$ cat src/rtl/mul_pipe_unit.sv
// mul_pipe_unit: pipelined integer multiplier (MUL/MULH/MULHU) with valid/ready, flush and tag pass-through.
// Optional feature: define MUL_PERF_CNT_EN to add the perf_mul_cnt completed-result counter.
module mul_pipe_unit #(
  parameter int WIDTH  = 32,
  parameter int STAGES = 3,
  parameter int TAG_W  = 5
) (
  input  logic              clk,
  input  logic              rst,
  input  logic              flush,
  input  logic              in_valid,
  output logic              in_ready,
  input  logic [1:0]        op,
  input  logic [WIDTH-1:0]  src1,
  input  logic [WIDTH-1:0]  src2,
  input  logic [TAG_W-1:0]  in_tag,
  output logic              out_valid,
  input  logic              out_ready,
  output logic [WIDTH-1:0]  out_result,
  output logic [TAG_W-1:0]  out_tag
`ifdef MUL_PERF_CNT_EN
  ,
  output logic [31:0]       perf_mul_cnt
`endif
);

  logic              stall;
  logic              accept;
  logic [STAGES-1:0] vld;
  logic [1:0]        ops  [STAGES];
  logic [TAG_W-1:0]  tags [STAGES];
  logic [WIDTH:0]    ext1;
  logic [WIDTH:0]    ext2;
  logic [2*WIDTH-1:0] last_prod;
  logic              hi;

  // Low 2*WIDTH bits of the product of two (WIDTH+1)-bit two's-complement operands;
  // sign-extending to 2*WIDTH first makes an unsigned multiply give the right low bits.
  function automatic logic [2*WIDTH-1:0] mul_lo(input logic [WIDTH:0] a, input logic [WIDTH:0] b);
    logic [2*WIDTH-1:0] xa;
    logic [2*WIDTH-1:0] xb;
    xa = {{(WIDTH-1){a[WIDTH]}}, a};
    xb = {{(WIDTH-1){b[WIDTH]}}, b};
    return xa * xb;
  endfunction

  assign out_valid = vld[STAGES-1];
  assign stall     = out_valid & ~out_ready;
  assign in_ready  = ~stall;
  assign accept    = in_valid & in_ready & ~flush;
  assign out_tag   = tags[STAGES-1];

  // Operand extension: only MULH treats operands as signed.
  always_comb begin
    ext1 = {(op == 2'b01) & src1[WIDTH-1], src1};
    ext2 = {(op == 2'b01) & src2[WIDTH-1], src2};
  end

  // Half selection on the last stage; reserved op 11 behaves as MUL.
  always_comb begin
    hi         = (ops[STAGES-1] == 2'b01) | (ops[STAGES-1] == 2'b10);
    out_result = hi ? last_prod[2*WIDTH-1:WIDTH] : last_prod[WIDTH-1:0];
  end

  // Control pipeline: valid bits, op and tag advance together unless stalled; flush kills everything.
  always_ff @(posedge clk or negedge rst) begin
    if (!rst) begin
      vld <= '0;
      for (int i = 0; i < STAGES; i++) begin
        ops[i]  <= '0;
        tags[i] <= '0;
      end
    end else begin
      if (flush) begin
        vld <= '0;
      end else if (!stall) begin
        vld[0] <= accept;
        for (int i = 1; i < STAGES; i++) vld[i] <= vld[i-1];
      end
      if (!stall) begin
        ops[0]  <= op;
        tags[0] <= in_tag;
        for (int i = 1; i < STAGES; i++) begin
          ops[i]  <= ops[i-1];
          tags[i] <= tags[i-1];
        end
      end
    end
  end

  if (STAGES == 1) begin : g_one
    logic [2*WIDTH-1:0] p;
    // Single stage registers the finished product directly.
    always_ff @(posedge clk or negedge rst) begin
      if (!rst) p <= '0;
      else if (!stall) p <= mul_lo(ext1, ext2);
    end
    assign last_prod = p;
  end else begin : g_multi
    logic [WIDTH:0]     a;
    logic [WIDTH:0]     b;
    logic [2*WIDTH-1:0] p [STAGES-1];
    // Stage 1 holds extended operands; the product is formed into stage 2 and then carried.
    always_ff @(posedge clk or negedge rst) begin
      if (!rst) begin
        a <= '0;
        b <= '0;
        for (int i = 0; i < STAGES-1; i++) p[i] <= '0;
      end else if (!stall) begin
        a    <= ext1;
        b    <= ext2;
        p[0] <= mul_lo(a, b);
        for (int i = 1; i < STAGES-1; i++) p[i] <= p[i-1];
      end
    end
    assign last_prod = p[STAGES-2];
  end

`ifdef MUL_PERF_CNT_EN
  // Counts completed output handshakes; wraps naturally at 32 bits.
  always_ff @(posedge clk or negedge rst) begin
    if (!rst) perf_mul_cnt <= '0;
    else if (out_valid & out_ready) perf_mul_cnt <= perf_mul_cnt + 32'd1;
  end
`endif

endmodule
$ cat config.mk
export PLATFORM = sky130hd
export DESIGN_NAME = mul_pipe_unit
export DESIGN_NICKNAME = d
export VERILOG_FILES = /design/src/rtl/mul_pipe_unit.sv
export SDC_FILE = /design/constraint.sdc
export NUM_CORES = 2
export LEC_CHECK = 0
export ABC_AREA = 1
export CAP_MARGIN = 5
export CORE_MARGIN = 1
export CORE_UTILIZATION = 60
export CTS_CLUSTER_DIAMETER = 60
export DETAILED_ROUTE_END_ITERATION = 8
export HOLD_SLACK_MARGIN = 0.03
export PLACE_DENSITY_LB_ADDON = 0.25
export SYNTH_ARGS = -nofsm -noshare
export SYNTH_HDL_FRONTEND = slang
export SYNTH_SLANG_ARGS = --single-unit
$ cat constraint.sdc
create_clock -name clk -period 7.6 [get_ports clk]
set_clock_uncertainty 0.1 [all_clocks]
set_input_delay 1.52 -clock clk [delete_from_list [all_inputs] [get_ports clk]]
set_output_delay 1.52 -clock clk [all_outputs]
set_load 0.05 [all_outputs]
# ---- Word level (Yosys, flattened, before mapping)
# Index checks and enable logic that the tools add are counted.
dict set report word_totals {
  input_bits 76
  register_bits 218
  wordCells 28
}
dict set report classes {
  n_eq_ne 4
  mux 3
  n_mul 1
  bitwise_logic 9
}
# operator count
set op_table {}
lappend op_table {{33-bit by 33-bit multiplier with 64-bit output} 1}
lappend op_table {{32-bit 2-to-1 mux} 1}
lappend op_table {{3-bit 2-to-1 mux} 2}
lappend op_table {{1-bit bitwise AND} 5}
lappend op_table {{2-bit by 1-bit == test with 1-bit output (second input constant)} 2}
lappend op_table {{1-bit inverter} 3}
lappend op_table {{2-bit == test (second input constant)} 1}
lappend op_table {{2-bit inequality test (second input constant)} 1}
lappend op_table {{1-bit bitwise OR} 1}

# ---- Longest topological paths before layout
dict set report depth {
  depth_word 7
  ltp_mapped 34
  ltp_nobuf 32
}

# ---- Least setup slack after synthesis
# Ideal clock, no wire load.
dict set report synth_path {
  path_type {flip-flop to flip-flop}
  start {register g_multi.a[32]}
  end {register g_multi.p[127] (netlist name)}
  t_required_ns 7.383
  synth_period_minus_slack_ns 7.482
  t_arrival_ns 7.264
  path_buffers 2
  path_slack_ns 0.118
  path_stages_with_launch 28
  path_cell_list {dfrtp_1 > clkbuf_1 > clkbuf_1 > nand2_1 > inv_1 > fa_1 > fa_1 > fa_1 > inv_1 > fa_1 > inv_1 > fa_1 > fa_1 > fa_1 > inv_1 > fa_1 > inv_1 > ha_1 > nand2_1 > nor2_1 > nand2_1 > nor2_1 > and2_1 > nand2_1 > nand2_1 > nand3_1 > nand3_1 > nand2_1}
}
dict set report synth_via {
  elab_chain_cells 1
}
# element line_no
set synth_rtl {}
lappend synth_rtl {{from (decl)} 100} ;# logic [WIDTH:0] a;
lappend synth_rtl {{from (signal assigned)} 110} ;# a <= ext1;
lappend synth_rtl {{33-bit by 33-bit multiplier with 64-bit output} 44} ;# return xa * xb;
lappend synth_rtl {{to (decl)} 102} ;# logic [2*WIDTH-1:0] p [STAGES-1];
# No other way between the ends.
# A chain may end at the register's enable or synchronous reset.

# ---- Worst setup path after layout
dict set report layout_path {
  start {register g_multi.a[16]}
  end {register g_multi.p[101] (netlist name)}
}
# The elaborated chain is that of the path after synthesis.

==> results.sh <==
export IMPL_hold_viol_final=0
export IMPL_htree_num_levels=2
export IMPL_drc=6
export IMPL_syn_avg_cell_area_um2=7.860
export IMPL_maxCapViolations=0
export IMPL_grt_pass1_wl_um=229800
export IMPL_cts_tree="built"
export IMPL_period_share_pct=96.56
export IMPL_synth_seq_cells=218
export IMPL_hold_buffers=0
export IMPL_syn_to_final_growth_pct=11.17
export IMPL_status="finished, violations left"
export IMPL_ioPinCount=115
export IMPL_core_um2=80810
export IMPL_reg2reg_depth=28
export IMPL_cp_common_cell="fa_1"
export IMPL_setup_viol=0
export IMPL_multi_input_area_um2=35540
export IMPL_wl_per_cell_um=19.21
export IMPL_dp_hpwl_um=117800
export IMPL_clockBufferDepth=3
export IMPL_timing_fmax_ghz=0.1363
export IMPL_synth_nets=7670
export IMPL_initial_utilization_pct=60.86
export IMPL_cts_sinks=218
export IMPL_synth_cell_types=36
export IMPL_crit_required_ps=7980
export IMPL_cts_root_buffer="clkbuf_16"
export IMPL_crit_path_max_incr_delay_ps=630
export IMPL_cp_arrival_ps=7710
export IMPL_tightestPinTransition_ps=1158
export IMPL_r2r_slack_ps=260
export IMPL_report_final_slew_viol_count=0
export IMPL_dr_pass1_iters=8
export IMPL_rsz0062_at_grt="true"
export IMPL_antenna_found_initial=1
export IMPL_crit_fanout=13
export IMPL_place_area_um2=53210
export IMPL_overflow=0
export IMPL_gp_congestion=0.9831
export IMPL_io_buffer_count=114
export IMPL_die_h_um=288.3
export IMPL_endpoint_kind="flop"
export IMPL_via_count=39690
export IMPL_synthArstFlopShare_pct=100.0
export IMPL_fillers=6716
export IMPL_final_common_cell="nand2_1"
export IMPL_hold_path_class="flop to flop"
export IMPL_insertion_delay_ps=600
export IMPL_synth_cells=6257
export IMPL_grtUsageTotal_pct=36.50
export IMPL_num_rows=104
export IMPL_synth_area_um2=49180
export IMPL_slew_headroom_pct=22.56
export IMPL_slowest_stage="fa_1"
export IMPL_whs_path_depth=2
export IMPL_fin_nets=7777
export IMPL_critPathKind="flop to flop"
export IMPL_die_area_um2=83110
export IMPL_clkTransAtPathRegs_ps=60
export IMPL_final_area_um2=54670
export IMPL_yosysWarnings=0
export IMPL_ys_flop_type="dfrtp_1"
export IMPL_violations="DRC"
export IMPL_synth_edf_count=0
export IMPL_min_period_ps=7339
export IMPL_seqCellArea_um2=5469
export IMPL_viasPerCell=5.323
export IMPL_ant_nets=0
export IMPL_start_kind="flop"
export IMPL_drtIter0Drc=3054
export IMPL_cts_setup_buffers=0
export IMPL_routed_wirelength_um=143200
export IMPL_most_common_layout_cells="1894 x nand2_1, 1864 x inv_1, 1122 x fa_1, 210 x buf_4"
export IMPL_yosysSeqAreaShare_pct=11.09
export IMPL_drive_above_1_share_pct=6.664
export IMPL_grt_start_max_net_pins=189
export IMPL_die_w_um=288.3
export IMPL_grt_pass1_vias=42220
export IMPL_cts_buffers=39
## worst max-delay path: cells and delay by family, from the launching register on
kind / cells / cell delay (ps)
DFF: 1 / 490
buffers and inverters: 7 / 670
adders and majority gates: 9 / 4590
and+or+nand+nor: 12 / 1390
## area by class of cell
| class | count | share of cell area, % |
|---|---|---|
| Antenna cell | 2 | 0.009154 |
| Inverter | 1872 | 12.88 |
| Multi-Input combinational cell | 3846 | 65.01 |
| Timing Repair Buffer | 387 | 7.229 |
| Sequential cell | 218 | 10.00 |
| Clock buffer | 48 | 1.902 |
| Tap cell | 1060 | 2.426 |
| Clock inverter | 22 | 0.5401 |
## sequential cells by signal, indices dropped and copies added (netlist names)
name       count
g_multi.a     33
g_multi.b     33
g_multi.p     64
last_prod     64
ops            6
out_tag        5
tags          10
vld            3
## layer usage
layer  up-vias  part of all wire (%)  global-route usage [%]
li1      17550                     -                       -
met1     19930                    38                   47.48
met2      1818                    48                   59.35
met3       392                   8.9                   6.833
met4         0                   5.6                   17.39
met5         -                     0                       0
## per-stage QoR
stage,worst slack (ps),TNS (ps),hold WS (ps),utilization [%],instances
after floorplan,118.4,0,342.2,-,6257
after global placement,49.64,0,348.1,65.85,7383
after detailed placement,12.74,0,352.4,65.85,7383
after CTS,71.79,0,368.6,67.51,7453
after global routing,-6.967,-12.73,392.8,67.65,7453
final,261.1,0,367.3,67.66,7455
## logic make-up after synthesis
| group | count (synthesis) | synth area share [%] |
|---|---|---|
| buffers and inverters | 2193 | 16.82 |
| xor gates and xnor gates | 12 | 0.2137 |
| adders and majority gates | 1337 | 51.19 |
| DFF | 218 | 11.09 |
| and+or+nand+nor | 2226 | 17.77 |
| AOI/OAI and AO/OA | 271 | 2.916 |
## worst paths after layout
path	end	from
min in group asynchronous	last_prod[16]	rst
worst max register to register	g_multi.p[101]	g_multi.a[16]
worst min-delay path	tags[8]	tags[13]
worst min register to register	tags[8]	tags[13]
worst max-delay path	g_multi.p[101]	g_multi.a[16]
max in group asynchronous	g_multi.a[5]	rst
## timing repair
item,in CTS,in global routing
hold endpoints to repair,0,0
endpoints found under the setup margin,1,40
gates resized for setup,1,45
pin swaps,0,2
## cells in the mapped netlist, drive strengths merged, types with 21 or more instances
master	number	share of area, %
nand2	1904	15
inv	1872	14
fa	1125	46
clkbuf	294	2.2
dfrtp	218	11
ha	212	5.4
o21ai	176	1.8
nor2	146	1.2
nand3	119	1.3
a21oi	75	0.79
buf	27	0.29
nand4	21	0.27
Power is not shown: default switching activity piles up to over one toggle a cycle in this logic, so the estimate is an artifact.
